**src/rtl/sound_pkg.sv**
```systemverilog
// Shared state encoding and default timing for the sound player and its bench.
// Latency/backpressure: n/a (declarations only).
package sound_pkg;

  typedef enum logic [1:0] {
    IDLE  = 2'd0,
    PLAY1 = 2'd1,
    PLAY2 = 2'd2
  } state_t;

  // 50 MHz clock: 1 kHz brick tone, 500 Hz bounce tone, 0.1 s per tone
  localparam int TONE1_HALF_DEF = 25000;
  localparam int TONE2_HALF_DEF = 50000;
  localparam int DURATION_DEF   = 5000000;
  localparam int CNT_W_DEF      = 23;

endpackage

```
**src/rtl/square_wave_gen.sv**
```systemverilog
// Half-period counter and phase bit; clear starts a high half-period, stop parks low.
// Latency: phase_nxt is the value phase takes at the next edge; no backpressure.
module square_wave_gen #(
  parameter int CNT_W = 23
) (
  input  logic             clk,
  input  logic             reset,
  input  logic             run,
  input  logic             clear,
  input  logic             stop,
  input  logic [CNT_W-1:0] half_last,
  output logic             phase_nxt
);

  localparam logic [CNT_W-1:0] CNT_ONE = CNT_W'(1);

  logic [CNT_W-1:0] half_cnt;
  logic [CNT_W-1:0] half_cnt_nxt;
  logic             phase;

  always_comb begin
    half_cnt_nxt = half_cnt;
    phase_nxt    = phase;
    if (clear) begin
      half_cnt_nxt = '0;
      phase_nxt    = 1'b1;
    end else if (stop) begin
      half_cnt_nxt = '0;
      phase_nxt    = 1'b0;
    end else if (run) begin
      if (half_cnt == half_last) begin
        half_cnt_nxt = '0;
        phase_nxt    = ~phase;
      end else begin
        half_cnt_nxt = half_cnt + CNT_ONE;
      end
    end
  end

  always_ff @(posedge clk) begin
    if (reset) begin
      half_cnt <= '0;
      phase    <= 1'b0;
    end else begin
      half_cnt <= half_cnt_nxt;
      phase    <= phase_nxt;
    end
  end

endmodule

```
**src/rtl/sound_player.sv**
```systemverilog
// Single-voice square-wave player: rising edge on a trigger starts a fixed tone, brick beats bounce.
// Latency: tone starts one cycle after the trigger is sampled; no backpressure, triggers never stall.
module sound_player
  import sound_pkg::*;
#(
  parameter int TONE1_HALF = TONE1_HALF_DEF,
  parameter int TONE2_HALF = TONE2_HALF_DEF,
  parameter int DURATION   = DURATION_DEF,
  parameter int CNT_W      = CNT_W_DEF
) (
  input  logic       clk,
  input  logic       reset,
  input  logic       play_sound1,
  input  logic       play_sound2,
  input  logic       mute,
  output logic       speaker,
  output logic       busy,
  output logic [1:0] tone_id
);

  localparam logic [CNT_W-1:0] T1_LAST  = CNT_W'(TONE1_HALF - 1);
  localparam logic [CNT_W-1:0] T2_LAST  = CNT_W'(TONE2_HALF - 1);
  localparam logic [CNT_W-1:0] DUR_LAST = CNT_W'(DURATION - 1);
  localparam logic [CNT_W-1:0] CNT_ONE  = CNT_W'(1);

  state_t           state;
  state_t           state_nxt;
  logic             prev1;
  logic             prev2;
  logic             rise1;
  logic             rise2;
  logic             start;
  logic             expire;
  logic             playing;
  logic             phase_nxt;
  logic [CNT_W-1:0] dur_cnt;
  logic [CNT_W-1:0] dur_nxt;
  logic [CNT_W-1:0] half_last;

  assign rise1     = play_sound1 & ~prev1;
  assign rise2     = play_sound2 & ~prev2;
  assign playing   = (state != IDLE);
  assign half_last = (state == PLAY1) ? T1_LAST : T2_LAST;
  assign tone_id   = state;

  always_comb begin
    state_nxt = state;
    start     = 1'b0;
    expire    = 1'b0;
    case (state)
      IDLE: begin
        if (rise1) begin
          state_nxt = PLAY1;
          start     = 1'b1;
        end else if (rise2) begin
          state_nxt = PLAY2;
          start     = 1'b1;
        end
      end
      PLAY1: begin
        if (rise1) start = 1'b1;
      end
      PLAY2: begin
        if (rise1) begin
          state_nxt = PLAY1;
          start     = 1'b1;
        end else if (rise2) begin
          start = 1'b1;
        end
      end
      default: state_nxt = IDLE;
    endcase
    // A restart landing on the last tone cycle keeps the tone going
    if (playing && !start && dur_cnt == DUR_LAST) begin
      state_nxt = IDLE;
      expire    = 1'b1;
    end
  end

  always_comb begin
    dur_nxt = dur_cnt;
    if (start || expire) dur_nxt = '0;
    else if (playing)    dur_nxt = dur_cnt + CNT_ONE;
  end

  square_wave_gen #(
    .CNT_W(CNT_W)
  ) u_wave (
    .clk      (clk),
    .reset    (reset),
    .run      (playing),
    .clear    (start),
    .stop     (expire),
    .half_last(half_last),
    .phase_nxt(phase_nxt)
  );

  // Edge registers come out of reset high so a held trigger cannot fire on release
  always_ff @(posedge clk) begin
    if (reset) begin
      state   <= IDLE;
      dur_cnt <= '0;
      prev1   <= 1'b1;
      prev2   <= 1'b1;
      speaker <= 1'b0;
      busy    <= 1'b0;
    end else begin
      state   <= state_nxt;
      dur_cnt <= dur_nxt;
      prev1   <= play_sound1;
      prev2   <= play_sound2;
      speaker <= phase_nxt & ~mute;
      busy    <= (state_nxt != IDLE);
    end
  end

endmodule

```
**config.mk**
```make
export PLATFORM = sky130hd
export DESIGN_NAME = sound_player
export DESIGN_NICKNAME = d
export VERILOG_FILES = /design/src/rtl/sound_pkg.sv /design/src/rtl/square_wave_gen.sv /design/src/rtl/sound_player.sv
export SDC_FILE = /design/constraint.sdc
export NUM_CORES = 1
export LEC_CHECK = 0
export CAP_MARGIN = 10
export CORE_ASPECT_RATIO = 1.75
export CORE_MARGIN = 1.5
export CORE_UTILIZATION = 50
export CTS_CLUSTER_SIZE = 16
export DETAILED_ROUTE_END_ITERATION = 10
export GPL_TIMING_DRIVEN = 0
export PLACE_DENSITY = 0.65
export RECOVER_POWER = 50
export SLEW_MARGIN = 20
export SYNTH_ARGS = -nofsm -noshare
export SYNTH_HDL_FRONTEND = slang
export SYNTH_SLANG_ARGS = --single-unit
```
**constraint.sdc**
```tcl
create_clock -name clk -period 2.7 [get_ports clk]
set_input_delay 0.54 -clock clk [delete_from_list [all_inputs] [get_ports clk]]
set_output_delay 0.54 -clock clk [all_outputs]
set_load 0.05 [all_outputs]
```
# Word level (Yosys, flattened, before mapping)
# Cells that the tools add are included.
[totals]
mem_bits_ro = 0
ramBits = 0
reg_bits = 53
mem_count = 0
elab_cells = 47
latch_bits = 0
[classes]
n_bitwise = 7
add_sub_neg = 2
magnitude_cmp = 0
n_div = 0
multipliers = 0
reduce_logical = 10
n_shift = 0
mux = 16
eq_ne = 4
[ops]
columns = ["cell", "count"]
rows = [
  ["23-bit by 1-bit adder with 23-bit output, second input constant", 2],
  ["23-bit by 16-bit == test with 1-bit output", 1],
  ["23-bit == test, second input constant", 1],
  ["23-bit 2-to-1 mux", 1],
  ["16-bit 2-to-1 mux", 1],
  ["1-bit 2-to-1 mux", 8],
  ["2-bit 2-to-1 mux", 4],
  ["2-bit one-hot mux with 3 select lines", 1],
  ["1-bit NOT", 4],
  ["2-bit nonzero test", 2],
  ["2-bit OR reduction", 2],
  ["1-bit AND", 3],
  ["3-bit OR reduction", 1],
  ["2-bit by 1-bit == test with 1-bit output, second input constant", 1],
  ["2-bit == test, second input constant", 1],
  ["1-bit logical AND", 2],
  ["2-bit zero test", 1],
  ["1-bit one-hot mux with 2 select lines", 1],
  ["1-bit zero test", 1],
  ["1-bit logical OR", 1],
]

# Depth between registers and ports, before layout
# Gate-level depths: netlist of the first run.
[logic_depth]
depth_word = 12
mapped_depth = 8

# By module
# From an unflattened synthesis of the first run, not the netlist that was laid out.
[unflattened]
cells_unflattened = 321
area_unflattened_um2 = 2855.2
[modules_own_cells]
columns = ["module", "cells_each", "area_per_inst_um2", "n_inst"]
rows = [
  ["square_wave_gen", 171, 1505.2, 1],
  ["sound_player", 150, 1350.0, 1],
]

# Worst setup path before layout of the first run
# No wires, ideal clock.
[synth_timing]
kind = "flip-flop to flip-flop"
start = "register state[0] (netlist: tone_id[0])"
end = "register dur_cnt[22]"
t_required_ns = 2.585
path_stages_with_launch = 8
period_less_slack_ns = 2.139
n_path_buf = 2
setup_slack_ns = 0.561
arrival_time_ns = 2.025
path_cell_list = "dfxtp_1 > buf_2 > o211ai_1 > or2_2 > clkbuf_1 > nor4_1 > xnor2_1 > nor2_1"
[synth_between]
elab_chain_len = 9
elab_cells_between_ends = 12
classes_between = "2 x eq/ne; 2 x mux; 8 x reduce/logical"
[synth_lines]
columns = ["element", "line", "text"]
rows = [
  ["start, declared", "sound_player.sv:26", "state_t state;"],
  ["start signal, assigned", "sound_player.sv:108", "state <= state_nxt;"],
  ["2-bit == test / 2-bit zero test (equally long branches)", "sound_player.sv:50", "case (state)"],
  ["2-bit OR reduction (no source line)", "--", ""],
  ["1-bit one-hot mux with 2 select lines", "sound_player.sv:50", ""],
  ["1-bit zero test", "sound_player.sv:74", "if (playing && !start && dur_cnt == DUR_LAST) begin"],
  ["1-bit logical AND (2 in series)", "sound_player.sv:74", ""],
  ["1-bit 2-to-1 mux", "sound_player.sv:74", ""],
  ["1-bit logical OR", "sound_player.sv:82", "if (start || expire) dur_nxt = '0;"],
  ["2-bit OR reduction (no source line)", "--", ""],
  ["end signal, assigned", "sound_player.sv:109", "dur_cnt <= dur_nxt;"],
  ["end, declared", "sound_player.sv:36", "logic [CNT_W-1:0] dur_cnt;"],
]
# Parallel ways exist; a longest one is shown, timed or not.
# A chain may end at the register's enable or synchronous reset.

# Final worst setup path of the first run
[layout_timing]
start = "register dur_cnt[7]"
end = "register u_wave.half_cnt[12]"
[layout_between]
elab_chain_len = 4
[layout_lines]
columns = ["element", "line", "text"]
rows = [
  ["23-bit == test", "sound_player.sv:74", ""],
  ["1-bit logical AND", "sound_player.sv:74", ""],
  ["1-bit 2-to-1 mux", "sound_player.sv:74", ""],
  ["3-bit OR reduction (no source line)", "--", ""],
  ["end signal, assigned", "square_wave_gen.sv:45", "half_cnt <= half_cnt_nxt;"],
  ["end, declared", "square_wave_gen.sv:17", "logic [CNT_W-1:0] half_cnt;"],
]
# No other way between the ends.

==> flow_results.org, run 1 <==
** Outcome
- Outcome :: finished clean

** Floorplan
- The floorplan step defined a die boundary enclosing 5440 um^2.
- The initial utilization of the core area, before any placement, comes to 52.5%.
- Boundary Pins :: 9
- The region available for standard cell placement spans 4750 um^2.
- Height of the die :: 96.4 um
- The floorplan has 33 rows.
- Chip Width :: 56.4 um

** Final layout
- Leaving out fill and tap cells, the most frequent cells in the layout are sky130_fd_sc_hd__dfxtp_1, sky130_fd_sc_hd__nor2_1, sky130_fd_sc_hd__xor2_1, sky130_fd_sc_hd__xnor2_1.
- The library cell used most frequently in the layout, excluding fill and tap cells, is sky130_fd_sc_hd__dfxtp_1.
- Final core area utilization :: 57.8%
- From synthesis to final layout, the design area changed by 9.98%.
- Of the cells placed in the final design, the portion with a size suffix greater than 1 is 6.06%.
- The repair_antennas step left the layout with diodes totalling 0.
- # nets final :: 303

** Synth
- Synth warn :: 0
- Number of cells produced by synthesis :: 281
- Average instance area after synthesis :: 8.88 um^2
- After synthesis, the share of flip-flops with an asynchronous set or reset is 0%.
- Register bit total from synthesis :: 53
- The cell area that synthesis handed to floorplanning was 2490 um^2.
- Primary flip-flop cell chosen by synthesis mapping :: sky130_fd_sc_hd__dfxtp_1
- The netlist uses 41 different library cells.
- Sequential share of the synthesized area :: 42.5%
- Count of flip-flops with a built-in enable after synthesis :: 0
- Synthesized netlist net count :: 288

** Worst setup path
- For this run, the slowest stage of the critical path takes 550 ps.
- CP startpoint kind :: register
- The slowest stage of the critical path belongs to the cell sky130_fd_sc_hd__nor4_1.
- Arrival time at the worst endpoint :: 2510 ps
- Data required time at the worst endpoint :: 2910 ps
- Crit Path Category :: reg2reg
- Critical Path End Type :: register
- Ordered cell list for the critical path :: or4b_1 > nor4_1 > and2_0 > or4_1 > buf_4 > nor2_1
- Top fanout value on the critical path :: 10

** Placement
- Number of buffer cells added on primary ports :: 8
- At the placement stage, the worst setup path has a slack of 350 ps.
- HPWL Detailed :: 3800 um
- At the end of routability-driven placement, the weighted congestion stood at 0.776.

** Timing
- At the pin with the least slew margin, the transition time is 573 ps.
- Post-Route Setup TNS :: 0 ps
- Period Utilization, post-route :: 84.9%
- After layout, the minimum clock period comes to 2290 ps.
- The max-slew violation total from the final report was 0.
- Final setup viols :: 0
- Hold violation count in the final report :: 0
- The tightest hold path in the finished design has a slack of 484 ps.
- For this run, the top clock speed supported by timing is 0.436 GHz.
- Final clock skew :: 8.19 ps
- In this run the tightest slew margin relative to its limit is 61.5%.
- Setup repair after global routing left no endpoint under its margin.
- In the post-route analysis, the smallest setup slack over all paths is 408 ps.

** Power and ir drop
- Maximum vdd drop :: 0.380 mV
- Summing internal, switching and leakage power gives 1.45 mW.
- In this run the power density over the cells is 529 nW/um^2.
- In this run the static leakage power is 0.961 nW.

** Clock network
- CTS placed an instance of sky130_fd_sc_hd__clkbuf_8 at the clock tree root.
- TritonCTS Buffers :: 5
- The clock reaches the later pin of the worst-skew pair after 310 ps.
- Clock transition time at the flip-flop clock pins of the worst setup and hold paths :: 90 ps
- Number of H-tree branching levels :: 2
- TritonCTS built the clock tree.
- Number of cells upsized or downsized after cts :: 0
- The longest clock path from root to sink contains 2 buffers.
- Post-CTS Hold Buffers :: 0
- Counting every sink on the clock net gives 53.
- Number of buffers inserted by post-CTS setup repair :: 0

** GRT
- The number of global-route vias before repair was 1907.
- GR peak layer :: met2
- Entering global routing, the biggest net connects 16 pins.
- Global-route congestion overflow total :: 0
- Met1 usage in global routing :: 20.2%
- Global-route met3 utilization :: 3.60%
- Number of antenna violations at the first check in global routing :: 0
- First-pass GRT wire length :: 8690 um
- In the global route stage, overall resource usage came out at 20.4%.
- For this run, global-route usage on met2 was measured as 40.6%.

** Route
- First-pass DRT Iterations :: 4
- Routed length per instance :: 14.7 um
- Total via count in the routed design :: 1958
- For this block, the initial DRC count from the detailed router was 73.
- For this run, design rule violations remaining after detail routing come to 0.
- Dividing the detail-routed via count by the number of cells gives 5.61.
- Detail Route Antenna Nets :: 0
- The routed design has 5120 um of wire.

** Job
- Max-cap check violation count :: 0

** Min path
- Hold WC Path Type :: reg2reg
## cell usage after synthesis (3+ instances only)
master | instances | area share, %
sky130_fd_sc_hd__xor2_1 | 25 | 8.8
sky130_fd_sc_hd__clkbuf_1 | 4 | 0.60
sky130_fd_sc_hd__nand2_1 | 15 | 2.3
sky130_fd_sc_hd__inv_1 | 4 | 0.60
sky130_fd_sc_hd__nor4bb_1 | 3 | 1.2
sky130_fd_sc_hd__and4_1 | 6 | 2.1
sky130_fd_sc_hd__mux2i_1 | 3 | 1.2
sky130_fd_sc_hd__nor3_1 | 9 | 1.8
sky130_fd_sc_hd__or2_2 | 4 | 1.0
sky130_fd_sc_hd__nand4_1 | 15 | 3.8
sky130_fd_sc_hd__a21oi_1 | 5 | 1.0
sky130_fd_sc_hd__xnor2_1 | 19 | 6.7
sky130_fd_sc_hd__nor4_1 | 5 | 1.3
sky130_fd_sc_hd__buf_4 | 3 | 0.90
sky130_fd_sc_hd__nor2_1 | 51 | 7.7
sky130_fd_sc_hd__dfxtp_1 | 53 | 43
sky130_fd_sc_hd__and3_1 | 8 | 2.0
sky130_fd_sc_hd__nand3_1 | 15 | 3.0
sky130_fd_sc_hd__nand2b_1 | 4 | 1.0
## final timing paths
kind / startpoint / endpoint / slack (ps) / depth (start not counted)
hold reg to reg: dur_cnt[1] / dur_cnt[1] / 480 / 2
hold / removal: dur_cnt[1] / dur_cnt[1] / 480 / 2
setup / recovery: dur_cnt[7] / u_wave.half_cnt[12] / 410 / 6
setup reg to reg: dur_cnt[7] / u_wave.half_cnt[12] / 410 / 6
## power by group
group	internal (mW)	switching (mW)	total [mW]
sequential	0.791	0.00751	0.799
combinational	0.0370	0.0574	0.0944
clock	0.302	0.257	0.559
## stage by stage
stage | std cells | area (um^2)
final | 349 | 2740
after global routing | 349 | 2740
after CTS | 349 | 2760
after detailed placement | 341 | 2640
after global placement | 341 | 2640
after floorplan | 281 | 2490
## flip-flops by register name (all words and copies together), names as in the netlist
name,count
dur_cnt,23
u_wave.half_cnt,23
tone_id,2
busy,1
prev1,1
prev2,1
speaker,1
u_wave.phase,1
## worst max-delay path, delay by kind of cell (launching register included)
kind	cells	cell delay, ps
and+or+nand+nor	5	1630
DFF	1	360
buffers and inverters	1	200
## logic make-up (layout without fill, tap and decap cells)
| logic type | count (synthesis) | after routing | share of synthesized area [%] |
|---|---|---|---|
| buf+inv | 15 | 31 | 3.41 |
| mux | 3 | 3 | 1.20 |
| compound gates | 16 | 16 | 4.71 |
| simple gates | 148 | 148 | 31.7 |
| flops | 53 | 53 | 42.5 |
| fa+ha+maj | 2 | 2 | 1.00 |
| xor+xnor | 44 | 44 | 15.4 |
## final cells by class
class	instances	area [um^2]
Fill cell	468	2000
Multi-Input combinational cell	213	1340
Sequential cell	53	1060
Clock buffer	7	86.3
Timing Repair Buffer	8	80.1
Buffer	11	70.1
Tap cell	52	65.1
Clock inverter	1	30.0
Inverter	4	15.0
## routing by layer
metal,part of all wire (%),vias up,routed length (um)
met4,2.3,0,117
met5,0,-,0
met1,41,931,2100
met3,1.2,9,59
li1,-,1009,-
met2,56,9,2850
Power figures use the tool's default switching activity.
==> run 2, diff against run 1 <==
--- a/config.mk
+++ b/config.mk
@@ -12,7 +12,7 @@
 export CTS_CLUSTER_SIZE = 16
 export DETAILED_ROUTE_END_ITERATION = 10
 export GPL_TIMING_DRIVEN = 0
-export PLACE_DENSITY = 0.65
+export PLACE_DENSITY = 0.68
 export RECOVER_POWER = 50
 export SLEW_MARGIN = 20
 export SYNTH_ARGS = -nofsm -noshare
==> constraint.sdc (replaced) <==
create_clock -name clk -period 2.1 [get_ports clk]
set_input_delay 0.42 -clock clk [delete_from_list [all_inputs] [get_ports clk]]
set_output_delay 0.42 -clock clk [all_outputs]
set_load 0.05 [all_outputs]
==> run 2 against run 1 <==
Net effect:
- die area unchanged
- wire length decreased by 0.55%
- core utilization increased by 0.71 points
- non-clock buffer count unchanged
- power increased by 16%
- largest cell class unchanged
- sequential share of layout area decreased by 0.20 points
- combinational power increased by 30%
- register-to-register slack got worse by 310 ps
- largest power group unchanged
- global-route usage decreased by 0.34 points
==> flow_results.org, run 2 (synthesis gave the netlist of run 1 again) <==
** Clock network
- After clock tree synthesis, the clock-pin slew on the worst setup and hold paths is 90 ps.
- TritonCTS Buffers :: 5
- For this design, the CTS-stage hold fixing added 0 buffers.
- The clock drives 53 sinks.
- Counting along the longest clock path gives a buffer depth of 2.
- In this run the clock root is driven by a sky130_fd_sc_hd__clkbuf_8.
- TritonCTS built the clock tree.
- Clk Latency, worst-skew pair :: 300 ps
- CTS built an H-tree with a depth of 2.

** Timing
- The max-slew violation total from the final report is 0.
- Setup violations remaining at the end of the flow were counted as 0.
- Highest clock frequency the design can meet :: 0.500 GHz
- The number of hold violations in the final report came to 0.
- Final Hold Slack :: 483 ps
- Worst Max-Slew Pin Slew :: 545 ps
- Setup slack on the critical path of the routed design comes to 98.8 ps.
- Minimum clock period after layout :: 2000 ps
- Unrepaired setup endpoints after global routing :: yes
- Of the available clock period, the critical path in the final layout requires 95.3%.
- Headroom to the max-slew limit :: 63.5%
- Final clock skew :: 7.35 ps

** Final layout
- Relative to the synthesized area, the layout overhead comes to 11.3%.
- After filler insertion, the fill cell instance count of the layout stands at 442.
- For this run, the share of the core covered by cells in the final layout is 58.5%.
- Share of post-route cells with drive strength above 1 :: 10.2%
- The number of antenna diodes in the final layout is 0.
- Leaving out fill and tap cells, the most frequent cells in the layout are sky130_fd_sc_hd__nor2_1, sky130_fd_sc_hd__dfxtp_1, sky130_fd_sc_hd__xor2_1, sky130_fd_sc_hd__xnor2_1.
- # nets final :: 303
- Most common library cell in the layout ignoring fill and taps :: sky130_fd_sc_hd__nor2_1

** Power and ir drop
- Maximum vdd drop :: 0.443 mV
- Pwr Density :: 604 nW/um^2
- Static power due to leakage :: 0.965 nW

** Worst setup path
- STA classifies the critical path endpoint as a register.
- Arrival time at the worst endpoint :: 2190 ps
- Crit Path Category :: reg2reg
- Along the worst path, the maximum fanout reaches 10.
- Capture point of the worst reg-to-reg path :: dur_cnt[7]
- Register-to-register path setup slack :: 100 ps
- Reg2Reg Launch Point :: dur_cnt[7]
- STA classifies the critical path startpoint as a register.
- STA puts the critical path data required time at 2290 ps.
- For the worst flop-to-flop path, the logic depth is 7.

** Placement
- Number of buffer cells added on primary ports :: 8
- Final RePlAce weighted congestion :: 0.792
- After legalization and detailed placement, the total HPWL measured 3770 um.
- Prior to clock tree synthesis, the placed netlist has a worst setup slack of -114 ps.

** Min path
- Along the worst hold path, the cell count comes to 2.
- The min-delay analysis places its worst path in the category reg2reg.
- The worst hold path begins at dur_cnt[1].
- The worst hold path terminates at dur_cnt[1].

** Job
- Max-cap check violation count :: 0

** Route
- For this block, the initial DRC count from the detailed router was 70.
- Routed length per instance :: 14.7 um
- For this run, design rule violations remaining after detail routing come to 0.
- Using the TritonRoute via totals, the vias-per-cell ratio works out to 5.64.
- Summed over all layers, the routed wires come to 5100 um.
- First-pass DRT Iterations :: 4
- Total via count in the routed design :: 1956
- In this run the remaining antenna-violating nets after routing total 0.

** GRT
- Global routing finished with a remaining overflow of 0.
- Global-route total usage across every layer :: 20.1%
- First-pass GRT wire length :: 8560 um
- The number of antenna violations at the first check in global routing was 0.
- Largest net degree at the start of global routing :: 15
- Vias in the first global route :: 1925

** Floorplan
- The core region is 4750 um^2.
- From left edge to right edge, the die measures 56.4 um.
- Total Die Area :: 5440 um^2
- For this configuration, the core starts out at a cell density of 52.5%.
- 9 I/O pins were placed.
- Height of the die :: 96.4 um
- Number of standard-cell rows in the floorplan :: 33

** Outcome
- Outcome :: finished clean
-- run 2: changes by cell type in the layout (fill, tap and decap cells not counted), sizes merged --
cell | previous run | this run
clkbuf | 11 | 10
clkinv | 0 | 1
buf | 7 | 6
dlygate4sd3 | 5 | 4
clkdlybuf4s50 | 3 | 4
bufinv | 1 | 0
-- run 2: cell type report --
class	instances	area, um^2	area share [%]
inverters	4	15.0	0.541
repair buffers	9	87.6	3.15
plain buffers	10	67.6	2.43
clock buffers	5	68.8	2.48
flip-flops and latches	53	1070	38.5
well taps	52	65.1	2.34
multi-input cells	213	1400	50.4
clock inverters	1	5.00	0.180
-- run 2: per-layer routing --
layer | GRT usage, % | part of all wire, % | vias up
li1 | - | - | 1007
met1 | 19.8 | 38 | 922
met2 | 40.0 | 58 | 18
met3 | 3.46 | 1.5 | 9
met4 | 8.93 | 2.4 | 0
met5 | 0 | 0 | -
-- run 2: worst max path at each step --
stage | from | to | slack [ps] | cells after the start
finish | dur_cnt[7] | dur_cnt[7] | 100 | 7
global route | tone_id[1] | u_wave.half_cnt[3] | -30 | 7
CTS | tone_id[0] | u_wave.half_cnt[19] | 20 | 7
detailed placement | play_sound1 | u_wave.half_cnt[19] | -110 | 7
global placement | play_sound1 | u_wave.half_cnt[16] | -100 | 7
floorplan | tone_id[0] | dur_cnt[22] | 150 | 7
-- run 2: report_power, final --
group / switching, mW / leakage [nW] / internal, mW
registers: 0.0123 / 0.431 / 1.02
clock network: 0.306 / 0.0399 / 0.220
logic: 0.0719 / 0.494 / 0.0506
total: 0.390 / 0.965 / 1.29
-- run 2: worst max-delay path, stage by stage, from the launching register on --
cell	delay, ps
sky130_fd_sc_hd__dfxtp_1	360
sky130_fd_sc_hd__or4b_1	610
sky130_fd_sc_hd__nor4_4	280
sky130_fd_sc_hd__and2_4	220
sky130_fd_sc_hd__or3_1	90
sky130_fd_sc_hd__buf_4	140
sky130_fd_sc_hd__buf_6	140
sky130_fd_sc_hd__nor2_1	50
-- run 2: metrics by stage --
step / instances / instance area (um^2) / TNS [ps] / power [mW]
CTS: 347 / 2730 / 0 / 1.70
floorplan: 281 / 2500 / 0 / 1.14
finish: 347 / 2780 / 0 / 1.68
global placement: 341 / 2640 / -1910 / 1.18
detailed placement: 341 / 2640 / -3250 / 1.18
global route: 347 / 2780 / -59.9 / 1.74
-- run 2: what timing repair did --
| action | in CTS | in global routing |
|---|---|---|
| resized for setup | 2 | 10 |
| pin swaps | 1 | 2 |
| endpoints found under the setup margin | 40 | 33 |
| buffers inserted | 0 | 1 |
==> run 3, diff against run 2 <==
--- a/config.mk
+++ b/config.mk
@@ -17,4 +17,5 @@
 export SLEW_MARGIN = 20
 export SYNTH_ARGS = -nofsm -noshare
 export SYNTH_HDL_FRONTEND = slang
+export SYNTH_HIERARCHICAL = 1
 export SYNTH_SLANG_ARGS = --single-unit
==> run 3 against run 2 <==
Net effect:
- sequential power about the same
- final cell count increased by 25%
- wire length increased by 14%
- worst setup slack got worse by 33 ps
- final area increased by 20%
- core utilization increased by 1.7 points
- synthesized area increased by 14%
- clock power increased by 13%
- combinational power increased by 54%
- fmax decreased by 1.6%
- clock-buffer cell count increased by 2
==> flow_results.org, run 3 <==
** Synth
- The cell count after synthesis came out at 321.
- In this run the biggest area consumer among cell types represents 37.2% of the synthesized area.
- Register bit total from synthesis :: 53
- Count of flip-flops with a built-in enable after synthesis :: 0
- Synth warn :: 6
- Synthesis instantiated 45 different standard cells from the library.
- Summing the sequential cell areas from Yosys gives 37.2% of the chip area.
- Cell taking the most area after synthesis :: sky130_fd_sc_hd__dfxtp_1
- Of all flip-flops after synthesis, the portion carrying an async set or reset was 0%.
- Most common cell in the synthesized netlist :: sky130_fd_sc_hd__dfxtp_1
- A synthesized cell averages 8.89 um^2.
- After synthesis, the cell types taking the most area are sky130_fd_sc_hd__dfxtp_1, sky130_fd_sc_hd__xor2_1, sky130_fd_sc_hd__xnor2_1.
- Summing every instance area after synthesis gives 2860 um^2.
- Primary flip-flop cell chosen by synthesis mapping :: sky130_fd_sc_hd__dfxtp_1
- Commonest cells in the netlist :: sky130_fd_sc_hd__dfxtp_1, sky130_fd_sc_hd__xor2_1, sky130_fd_sc_hd__nor2_1, sky130_fd_sc_hd__nor3_1, sky130_fd_sc_hd__nand2_1

** Placement
- After detailed placement, the design holds a cell count of 419.
- HPWL Detailed :: 4340 um
- Final RePlAce weighted congestion :: 0.835
- Number of buffer cells added on primary ports :: 8
- Prior to clock tree synthesis, the placed netlist has a worst setup slack of -451 ps.

** Route
- The pre-antenna-repair detailed-routing pass consisted of 4 iterations.
- After the first detailed-routing iteration, the DRC count stood at 49.
- In the routed layout, each cell is associated on average with a via count of 5.24.
- # DRC :: 0
- After detailed routing, the average wire length per cell comes to 13.4 um.
- Detail Route Antenna Nets :: 0
- Aggregate routed wire length :: 5810 um
- For this block, the via count after detailed routing is 2267.

** Final layout
- Area growth from synthesis to layout :: 16.9%
- Number of antenna diodes :: 0
- Leaving out fill and tap cells, the most frequent cells in the layout are sky130_fd_sc_hd__dfxtp_1, sky130_fd_sc_hd__xor2_1, sky130_fd_sc_hd__nor2_1, sky130_fd_sc_hd__nor3_1, sky130_fd_sc_hd__nand2_1.
- Number of non-filler instances in the completed layout :: 433
- # nets final :: 363
- Counting the fill cells in the layout gives 494.
- In the final layout, the share of cells above drive strength 1 is 17.6%.
- The library cell used most frequently in the layout, excluding fill and tap cells, is sky130_fd_sc_hd__dfxtp_1.

** Timing
- Period Utilization, post-route :: 96.9%
- The worst pin sits at a relative slew slack of 58.2%.
- The number of hold violations in the final report was 0.
- Static timing analysis puts the maximum clock frequency at 0.492 GHz.
- Minimum clock period after layout :: 2030 ps
- Setup repair after global routing could not meet its margin everywhere.
- Final clock skew :: 9.31 ps
- Final worst setup slack :: 66.0 ps
- Worst Max-Slew Pin Slew :: 622 ps
- Number of pins with negative max-slew slack in the final report :: 0
- Setup violations remaining at the end of the flow were counted as 0.
- Hold is met by 474 ps.

** Job
- Max-cap violations in this run came to 0.

** Worst setup path
- Crit Path Category :: in2reg
- Critical Path End Type :: register
- Stage delay of the slowest cell on the critical path :: 540 ps
- CP startpoint kind :: input pin
- Arrival time at the worst endpoint :: 2270 ps
- For the worst flop-to-flop path, the logic depth is 7.
- Top fanout value on the critical path :: 5
- The slowest stage of the critical path is the sky130_fd_sc_hd__or4_4 cell.
- Data required time at the worst endpoint :: 2340 ps
- Traced cell by cell, the critical path runs through clkdlybuf4s50_1 > nand2b_1 > and2_1 > o22ai_4 > nor2b_4 > or4_4 > nand3_2 > nor3b_2.

** Clock network
- Clock-pin slew was measured on the worst setup and hold paths at 100 ps.
- Counting the buffers created by CTS gives 5.
- TritonCTS clock tree :: yes
- Buffers inserted to repair hold after CTS numbered 0.
- CTS placed an instance of sky130_fd_sc_hd__clkbuf_8 at the clock tree root.
- Maximum number of buffers from clock root to sink :: 2
- CTS Sinks :: 53
- Clk Latency, worst-skew pair :: 310 ps
- Number of H-tree branching levels :: 2

** GRT
- Global routing consumed, over all layers together, 20.1% of the routing resources.
- Largest net degree at the start of global routing :: 17
- The number of global-route vias before repair came to 2125.
- The number of antenna violations at the first check in global routing came to 0.
- Global-route congestion overflow total :: 0
- First-pass GRT wire length :: 9500 um

** Power and ir drop
- Maximum vdd drop :: 0.374 mV
- Static power due to leakage :: 1.26 nW
- Pwr Density :: 543 nW/um^2

** Floorplan
- The die covers 6190 um^2.
- Chip Width :: 60.1 um
- Initial standard-cell utilization of the core :: 51.5%
- The floorplan has 36 rows.
- In this run the vertical extent of the chip is 103 um.
- Boundary Pins :: 9
- The core region is 5540 um^2.

** Min path
- Hold WC Path Type :: reg2reg
- Along the worst hold path, the cell count comes to 2.

** Outcome
- Outcome :: finished clean
-- run 3: cell types whose count changed after synthesis, moves of 5 or more --
cell	previous run	this run
sky130_fd_sc_hd__buf_6	2	7
sky130_fd_sc_hd__nor3_1	9	25
sky130_fd_sc_hd__nor2_1	51	31
sky130_fd_sc_hd__inv_1	4	9
sky130_fd_sc_hd__xor2_1	25	46
sky130_fd_sc_hd__nor4_1	5	12
sky130_fd_sc_hd__nand2_1	15	22
-- run 3: final timing paths --
check | startpoint | end | slack (ps)
max | play_sound1 | speaker | 70
min | dur_cnt[1] | dur_cnt[1] | 470
max reg2reg | dur_cnt[15] | speaker | 70
min reg2reg | dur_cnt[1] | dur_cnt[1] | 470
-- run 3: timing repair --
item                                    CTS  global route
endpoints found under the setup margin   25            35
buffers inserted                          1             7
resized for setup                        12            11
pin swaps                                 5             8
-- run 3: through the flow --
step                setup TNS (ps)  power, mW  util, %  cell area, um^2
floorplan                        0       1.17        -             2930
global placement             -8290       1.21     56.0             3100
detailed placement           -9310       1.21     56.0             3100
CTS                          -1.79       1.82     58.6             3250
global route                 -87.9       1.90     60.2             3340
finish                           0       1.81     60.2             3340
-- run 3: layer usage --
metal,wire [um],GRT usage [%]
met1,2220,20.5
met2,3340,38.5
met3,99,3.51
met4,153,8.21
met5,0,0
-- run 3: layout make-up --
type,instances,area (um^2),area share [%]
multi-input combinational,260,1780,53.2
inverter,9,36.3,1.09
clock inverter,1,7.51,0.225
tap,76,95.1,2.85
clock buffer,7,86.3,2.59
buffer,11,129,3.86
sequential,53,1070,32.0
timing repair buffer,16,138,4.12
-- run 3: cell families (layout without fill, tap and decap cells) --
| family | after synthesis | count (layout) | share of synthesized area (%) |
|---|---|---|---|
| AND/OR/NAND/NOR | 160 | 160 | 32.3 |
| XOR/XNOR | 66 | 66 | 20.2 |
| flip-flops | 53 | 53 | 37.2 |
| buffers and inverters | 22 | 44 | 5.65 |
| AO/OA/AOI/OAI | 16 | 16 | 3.51 |
| adder cells (fa/ha/maj) | 2 | 2 | 0.876 |
| other | 2 | 16 | 0.263 |
-- run 3: where the power goes --
| group | switching (mW) | total [mW] | internal, mW |
|---|---|---|---|
| Clock | 0.329 | 0.597 | 0.268 |
| Sequential | 0.0107 | 1.03 | 1.02 |
| Combinational | 0.111 | 0.190 | 0.0794 |
| Total | 0.450 | 1.81 | 1.36 |
-- run 3: critical path: cells and delay by family --
kind / cells / cell delay (ps)
simple gates: 6 / 1210
buf+inv: 1 / 470
compound gates: 1 / 170
